==> src/rtl/puf_eval_ctrl_if.sv <==
// Challenge request, voted result and PUF-array connections bundled for the evaluation controller.
// slave = controller view, master = host/array view.
interface puf_eval_ctrl_if #(
    parameter int CW = 16,
    parameter int RW = 16
);
    logic          in_valid;
    logic          in_ready;
    logic [CW-1:0] in_challenge;
    logic [CW-1:0] puf_challenge;
    logic          puf_pulse;
    logic [RW-1:0] puf_response;
    logic          out_valid;
    logic          out_ready;
    logic [RW-1:0] out_response;
    logic [RW-1:0] out_unstable;

    modport slave (
        input  in_valid, in_challenge, puf_response, out_ready,
        output in_ready, puf_challenge, puf_pulse, out_valid, out_response, out_unstable
    );

    modport master (
        output in_valid, in_challenge, puf_response, out_ready,
        input  in_ready, puf_challenge, puf_pulse, out_valid, out_response, out_unstable
    );
endinterface

==> src/rtl/puf_eval_ctrl.sv <==
// Sequences NUM_EVAL pulse/settle/sample evaluations of the PUF array and majority-votes each response bit.
// Latency 1+NUM_EVAL*(SETUP+PULSE+SETTLE+1) cycles; one request in flight, result held until out_ready.
module puf_eval_ctrl #(
    parameter int CW         = 16,
    parameter int RW         = 16,
    parameter int NUM_EVAL   = 5,
    parameter int SETUP_CYC  = 1,
    parameter int PULSE_CYC  = 2,
    parameter int SETTLE_CYC = 4
) (
    input  logic              clk,
    input  logic              rst,
    puf_eval_ctrl_if.slave    bus
);
    localparam int VW   = $clog2(NUM_EVAL + 1);
    localparam int MAXC = (SETUP_CYC > PULSE_CYC)
                        ? ((SETUP_CYC > SETTLE_CYC) ? SETUP_CYC : SETTLE_CYC)
                        : ((PULSE_CYC > SETTLE_CYC) ? PULSE_CYC : SETTLE_CYC);
    localparam int CYW  = $clog2(MAXC + 1);

    typedef enum logic [2:0] {
        S_IDLE, S_SETUP, S_PULSE, S_SETTLE, S_SAMPLE, S_DONE
    } state_t;

    state_t          r_state;
    state_t          w_next;
    logic [CYW-1:0]  r_cyc;
    logic [VW-1:0]   r_eval;
    logic [VW-1:0]   r_vote [RW];
    logic [VW-1:0]   w_vote_nxt [RW];
    logic [RW-1:0]   w_maj;
    logic [RW-1:0]   w_unst;
    logic [RW-1:0]   r_sync1;
    logic [RW-1:0]   r_sync2;
    logic [CW-1:0]   r_chal;
    logic            r_pulse;
    logic            r_in_ready;
    logic            r_out_valid;
    logic [RW-1:0]   r_out_resp;
    logic [RW-1:0]   r_out_unst;
    logic            w_timed;

    always_comb begin
        w_next = r_state;
        case (r_state)
            S_IDLE:   if (bus.in_valid && r_in_ready)      w_next = S_SETUP;
            S_SETUP:  if (r_cyc == CYW'(SETUP_CYC - 1))    w_next = S_PULSE;
            S_PULSE:  if (r_cyc == CYW'(PULSE_CYC - 1))    w_next = S_SETTLE;
            S_SETTLE: if (r_cyc == CYW'(SETTLE_CYC - 1))   w_next = S_SAMPLE;
            S_SAMPLE: w_next = (r_eval == VW'(NUM_EVAL - 1)) ? S_DONE : S_SETUP;
            S_DONE:   if (bus.out_ready)                   w_next = S_IDLE;
            default:  w_next = S_IDLE;
        endcase
    end

    assign w_timed = (r_state == S_SETUP) || (r_state == S_PULSE) || (r_state == S_SETTLE);

    // Vote for the current sample folded in, so DONE outputs can be registered on the SAMPLE edge.
    always_comb begin
        w_maj  = '0;
        w_unst = '0;
        for (int i = 0; i < RW; i++) begin
            w_vote_nxt[i] = r_vote[i];
            if (r_sync2[i] && (r_vote[i] != VW'(NUM_EVAL)))
                w_vote_nxt[i] = r_vote[i] + VW'(1);
            w_maj[i]  = (w_vote_nxt[i] > VW'(NUM_EVAL / 2));
            w_unst[i] = (w_vote_nxt[i] != '0) && (w_vote_nxt[i] != VW'(NUM_EVAL));
        end
    end

    always_ff @(posedge clk) begin
        if (rst) begin
            r_state     <= S_IDLE;
            r_cyc       <= '0;
            r_eval      <= '0;
            r_sync1     <= '0;
            r_sync2     <= '0;
            r_chal      <= '0;
            r_pulse     <= 1'b0;
            r_in_ready  <= 1'b0;
            r_out_valid <= 1'b0;
            r_out_resp  <= '0;
            r_out_unst  <= '0;
            for (int i = 0; i < RW; i++) r_vote[i] <= '0;
        end else begin
            r_state     <= w_next;
            r_in_ready  <= (w_next == S_IDLE);
            r_pulse     <= (w_next == S_PULSE);
            r_out_valid <= (w_next == S_DONE);
            r_sync1     <= bus.puf_response;
            r_sync2     <= r_sync1;

            if (w_next != r_state)
                r_cyc <= '0;
            else if (w_timed)
                r_cyc <= r_cyc + CYW'(1);

            if ((r_state == S_IDLE) && (w_next == S_SETUP)) begin
                r_chal <= bus.in_challenge;
                r_eval <= '0;
                for (int i = 0; i < RW; i++) r_vote[i] <= '0;
            end

            if (r_state == S_SAMPLE) begin
                r_eval <= r_eval + VW'(1);
                for (int i = 0; i < RW; i++) r_vote[i] <= w_vote_nxt[i];
                if (w_next == S_DONE) begin
                    r_out_resp <= w_maj;
                    r_out_unst <= w_unst;
                end
            end
        end
    end

    assign bus.in_ready      = r_in_ready;
    assign bus.puf_challenge = r_chal;
    assign bus.puf_pulse     = r_pulse;
    assign bus.out_valid     = r_out_valid;
    assign bus.out_response  = r_out_resp;
    assign bus.out_unstable  = r_out_unst;
endmodule

==> src/flat_wrapper.sv <==
// flat-port wrapper written by rule: the top's interface ports become plain ports
module puf_eval_ctrl_flat 
#(
    parameter int CW         = 16,
    parameter int RW         = 16,
    parameter int NUM_EVAL   = 5,
    parameter int SETUP_CYC  = 1,
    parameter int PULSE_CYC  = 2,
    parameter int SETTLE_CYC = 4
)
  (clk, rst, bus_in_valid, bus_in_challenge, bus_puf_response, bus_out_ready, bus_in_ready, bus_puf_challenge, bus_puf_pulse, bus_out_valid, bus_out_response, bus_out_unstable);
  puf_eval_ctrl_if #(.CW(CW), .RW(RW)) bus_i ();
  input  logic clk;
  input  logic rst;
  input wire logic [$bits(bus_i.in_valid)-1:0] bus_in_valid;
  input wire logic [$bits(bus_i.in_challenge)-1:0] bus_in_challenge;
  input wire logic [$bits(bus_i.puf_response)-1:0] bus_puf_response;
  input wire logic [$bits(bus_i.out_ready)-1:0] bus_out_ready;
  output wire logic [$bits(bus_i.in_ready)-1:0] bus_in_ready;
  output wire logic [$bits(bus_i.puf_challenge)-1:0] bus_puf_challenge;
  output wire logic [$bits(bus_i.puf_pulse)-1:0] bus_puf_pulse;
  output wire logic [$bits(bus_i.out_valid)-1:0] bus_out_valid;
  output wire logic [$bits(bus_i.out_response)-1:0] bus_out_response;
  output wire logic [$bits(bus_i.out_unstable)-1:0] bus_out_unstable;
  assign bus_i.in_valid = bus_in_valid;
  assign bus_i.in_challenge = bus_in_challenge;
  assign bus_i.puf_response = bus_puf_response;
  assign bus_i.out_ready = bus_out_ready;
  assign bus_in_ready = bus_i.in_ready;
  assign bus_puf_challenge = bus_i.puf_challenge;
  assign bus_puf_pulse = bus_i.puf_pulse;
  assign bus_out_valid = bus_i.out_valid;
  assign bus_out_response = bus_i.out_response;
  assign bus_out_unstable = bus_i.out_unstable;
  puf_eval_ctrl #(.CW(CW), .RW(RW), .NUM_EVAL(NUM_EVAL), .SETUP_CYC(SETUP_CYC), .PULSE_CYC(PULSE_CYC), .SETTLE_CYC(SETTLE_CYC)) u_core (.clk(clk), .rst(rst), .bus(bus_i));
endmodule
==> config.mk <==
export PLATFORM = sky130hd
export DESIGN_NAME = puf_eval_ctrl_flat
export DESIGN_NICKNAME = d
export VERILOG_FILES = /design/src/rtl/puf_eval_ctrl_if.sv /design/src/rtl/puf_eval_ctrl.sv /design/src/flat_wrapper.sv
export SDC_FILE = /design/constraint.sdc
export NUM_CORES = 1
export LEC_CHECK = 0
export BUFFER_PORTS_ARGS = -buffer_cell sky130_fd_sc_hd__buf_2
export CORE_ASPECT_RATIO = 2
export CORE_MARGIN = 2
export CORE_UTILIZATION = 46
export DETAILED_ROUTE_END_ITERATION = 12
export PLACE_DENSITY = 0.76
export SYNTH_ARGS = -nofsm -noshare
export SYNTH_HDL_FRONTEND = slang
export SYNTH_SLANG_ARGS = --single-unit
export TNS_END_PERCENT = 100
==> constraint.sdc <==
create_clock -name clk -period 1.97 [get_ports clk]
set_clock_uncertainty 0.05 [all_clocks]
set_input_delay 0.197 -clock clk [delete_from_list [all_inputs] [get_ports clk]]
set_output_delay 0.197 -clock clk [all_outputs]
set_load 0.01 [all_outputs]
==> flow_summary_export.csv <==
group,metric,value,unit
outcome,status,"complete, no violations",
synthesis,synthCells,617,
finish,num_antenna_cells,0,
detailed_routing,via_per_inst,4.95,
finish,nNetsFinal,812,
timing,period_minus_slack,1.85,ns
floorplan,rows,62,
detailed_routing,antenna_left,0,
pwr,p_sw_frac,0.235,
clocking,cts_tree,"built",
critical_path,crit_family,"compound AO/OA/AOI/OAI gates",
timing,rsz0062_at_grt,"false",
timing,relSlewSlack,0.737,
synthesis,synth-edff-count,45,
floorplan,die_area,15400,um^2
critical_path,cp_data_arrival_time,2.12,ns
pwr,power.leakage,0.00333,uW
synthesis,synth_area_leaders,"dfxtp_1 29%, edfxtp_1 20%, ha_1 7.2%",
place,place_ws,0.0438,ns
clocking,cts_buffers,17,
finish,regArea,3250,um^2
synthesis,synth_mux_area_frac,0.0543,
floorplan,core_area,14200,um^2
detailed_routing,post_drt_wl_per_cell,12.8,um
finish,multiInputGateArea,3080,um^2
critical_path,crit_fanout,3,
timing,fmax,541,MHz
synthesis,synth_top_family_by_area,"simple AND/OR/NAND/NOR gates",
global_routing,antenna_found_initial,0,
clocking,clkLatencyLatePin,0.41,ns
pwr,powerDensity,884,nW/um^2
finish,area.growth.synth_to_final,23.7,%
synthesis,synth_ff_type,"dfxtp_1",
detailed_routing,drcViolationCount,0,
timing,min_period_over_period,0.939,
finish,num-fill-cells,1189,
timing,finalSetupViolCount,0,
place,io_buffers,86,
critical_path,path_cells,"ha_1, a21boi_1, mux2_2, o21a_1, a211oi_1",
critical_path,end_kind,"flip-flop",
clocking,cts_buffer_depth,2,
detailed_routing,drt_wl_total,12100,um
detailed_routing,detail_route.first_pass.iterations,4,
clocking,clock_sinks,140,
synthesis,synthXorXnorAreaFrac,0.0437,
pwr,clkPwrFrac,0.448,
synthesis,syn-cell-area,6620,um^2
floorplan,ioPinCount,87,
critical_path,cp.buffers_inverters,0,
floorplan,die_width,88.8,um
global_routing,grt_pass1_wl,20500,um
floorplan,die_h,174,um
worst_hold_path,hold_path.class,"in2reg",
timing,max_slew.worst_pin.slew,0.384,ns
synthesis,synthDominantCellAreaShare,0.287,
global_routing,grt_pass1_vias,4588,
clocking,path_clk_slew,0.06,ns
clocking,htree_levels,4,
critical_path,crit_path_max_incr_delay,0.44,ns
run,timing.max_cap.violations,0,
synthesis,synth_cell_type_count,54,
clocking,cts-root-buf,"clkbuf_16",
global_routing,grt_max_degree,48,
synthesis,synth_seq_cells,140,
pwr,switchingPower,1700,uW
detailed_routing,drt_iter0_drc,228,
place,dp_hpwl,8180,um
synthesis,synthAdderAreaFrac,0.0719,
finish,drive_above_1_share,0.244,
critical_path,critPathSlowestCell,"edfxtp_1",
timing,postLayoutSetupSlackWorst,0.121,ns
place,gp_congestion,0.816,
critical_path,crit_type,"reg2reg",
synthesis,synth_fp_nets,691,
floorplan,initial_core_util,0.466,
synthesis,synth-simple-area-share,0.163,
detailed_routing,vias,4666,
pwr,p_seq_frac,0.444,
critical_path,cp-start-kind,"flip-flop",
global_routing,grt.overflow.total,0,
synthesis,synth_warnings,0,
synthesis,synth-compound-area-share,0.132,
pwr,p_int,5540,uW
synthesis,yosysTopAreaCell,"dfxtp_1",
synthesis,yosysSeqAreaShare,0.492,
pwr,ir_worst_vdd,0.621,mV
pwr,pwr-share-comb,0.108,
timing,hold_viol_final,0,
timing,maxSlewViolCount,0,
synthesis,synth_area_per_cell,10.7,um^2
critical_path,required,2.25,ns
timing,tns,0,ns
synthesis,synthArstFlopShare,0,
global_routing,track_usage,0.165,
## area by class of cell
cell class              count  area share
clock buffers              20      0.0598
repair buffers            131       0.110
well taps                 192      0.0293
inverters                  24      0.0110
flip-flops and latches    140       0.397
multi-input cells         424       0.377
clock inverters            12      0.0162
## cell usage in the layout, fill, tap and decap left out, types with 10 or more instances in the layout
cell type and instances:
dfxtp_1 95, buf_2 85, nor2_1 77, nand2_1 52, edfxtp_1 45, ha_1 38
nor2b_1 35, xnor2_1 33, dlygate4sd3_1 31, inv_1 24, a21oi_1 23, nand2b_1 20
mux2i_1 19, clkbuf_16 19, mux2_2 15, a311oi_2 15, o21a_1 14, a21boi_1 13
buf_4 11, a211oi_1 10
## path summary, 6_finish.rpt
check                                                        from                                       to  slack [ns]  cells after the start
worst max register to register  u_core.r_vote[5][0]$_SDFFCE_PN0P_  u_core.bus.out_response[5]$_SDFFE_PP0P_        0.12                      5
worst max-delay path            u_core.r_vote[5][0]$_SDFFCE_PN0P_  u_core.bus.out_response[5]$_SDFFE_PP0P_        0.12                      5
worst min register to register       u_core.r_sync1[8]$_SDFF_PP0_             u_core.r_sync2[8]$_SDFF_PP0_        0.39                      1
worst min-delay path                          bus_puf_response[9]             u_core.r_sync1[9]$_SDFF_PP0_        0.02                      2
## power groups by stage
| stage | registers (uW) | clock network (uW) | logic, uW |
|---|---|---|---|
| after global routing | 3230 | 3440 | 868 |
| after global placement | 3260 | 0 | 702 |
| after detailed placement | 3270 | 0 | 728 |
| after CTS | 3210 | 3330 | 782 |
| after floorplan | 3270 | 0 | 521 |
| final | 3210 | 3250 | 779 |
## synth_stat cells (all sizes together) (4+ instances only)
library cell / count
edfxtp: 45
nand2: 52
mux2i: 19
mux2: 15
nor3: 4
a21oi: 23
clkbuf: 12
buf: 17
nor2: 83
dfxtp: 95
ha: 38
xnor2: 33
o21ai: 4
a311oi: 15
a21boi: 17
nand2b: 20
a211oi: 16
inv: 24
nor4: 4
nor2b: 35
o21a: 14
## metal layers
metal / part of all wire / track usage / vias up / routed length, um
met3: 0.037 / 0.0371 / 17 / 451
met4: 0.015 / 0.0669 / 0 / 180
met1: 0.44 / 0.192 / 2179 / 5270
met2: 0.51 / 0.284 / 96 / 6160
met5: 0 / 0 / - / 0
li1: - / - / 2374 / -
## sequential cells by signal, summed over array words and instances (netlist names), 3 cells and up
signal,flops
u_core.bus.puf_challenge,16
u_core.r_eval,3
u_core.bus.out_unstable,16
u_core.r_sync1,16
u_core.r_vote,48
u_core.r_sync2,16
u_core.r_cyc,3
u_core.r_state,3
u_core.bus.out_response,16
## cells by family (layout without fill, tap and decap cells)
logic type,after synthesis,after routing
buf+inv,53,187
simple gates,215,215
flops,140,140
xor+xnor,33,33
compound gates,104,104
mux,34,34
fa+ha+maj,38,38
## metrics by stage
step | utilization | cell area (um^2) | hold slack, ns | cells | total power, uW
final | 0.577 | 8190 | 0.0225 | 943 | 7240
after CTS | 0.576 | 8180 | 0.0113 | 943 | 7330
after floorplan | - | 6620 | 0.275 | 617 | 3790
after global routing | 0.577 | 8190 | 0.00756 | 943 | 7540
after global placement | 0.510 | 7250 | 0.356 | 880 | 3970
after detailed placement | 0.510 | 7250 | 0.359 | 880 | 4000
## timing repair
item,4_1_cts,5_1_grt
setup buffers,0,0
endpoints found under the hold margin,31,0
endpoints found under the setup margin,0,16
resized for setup,0,17
hold buffers,31,0
(Power assumes the default switching activity.)
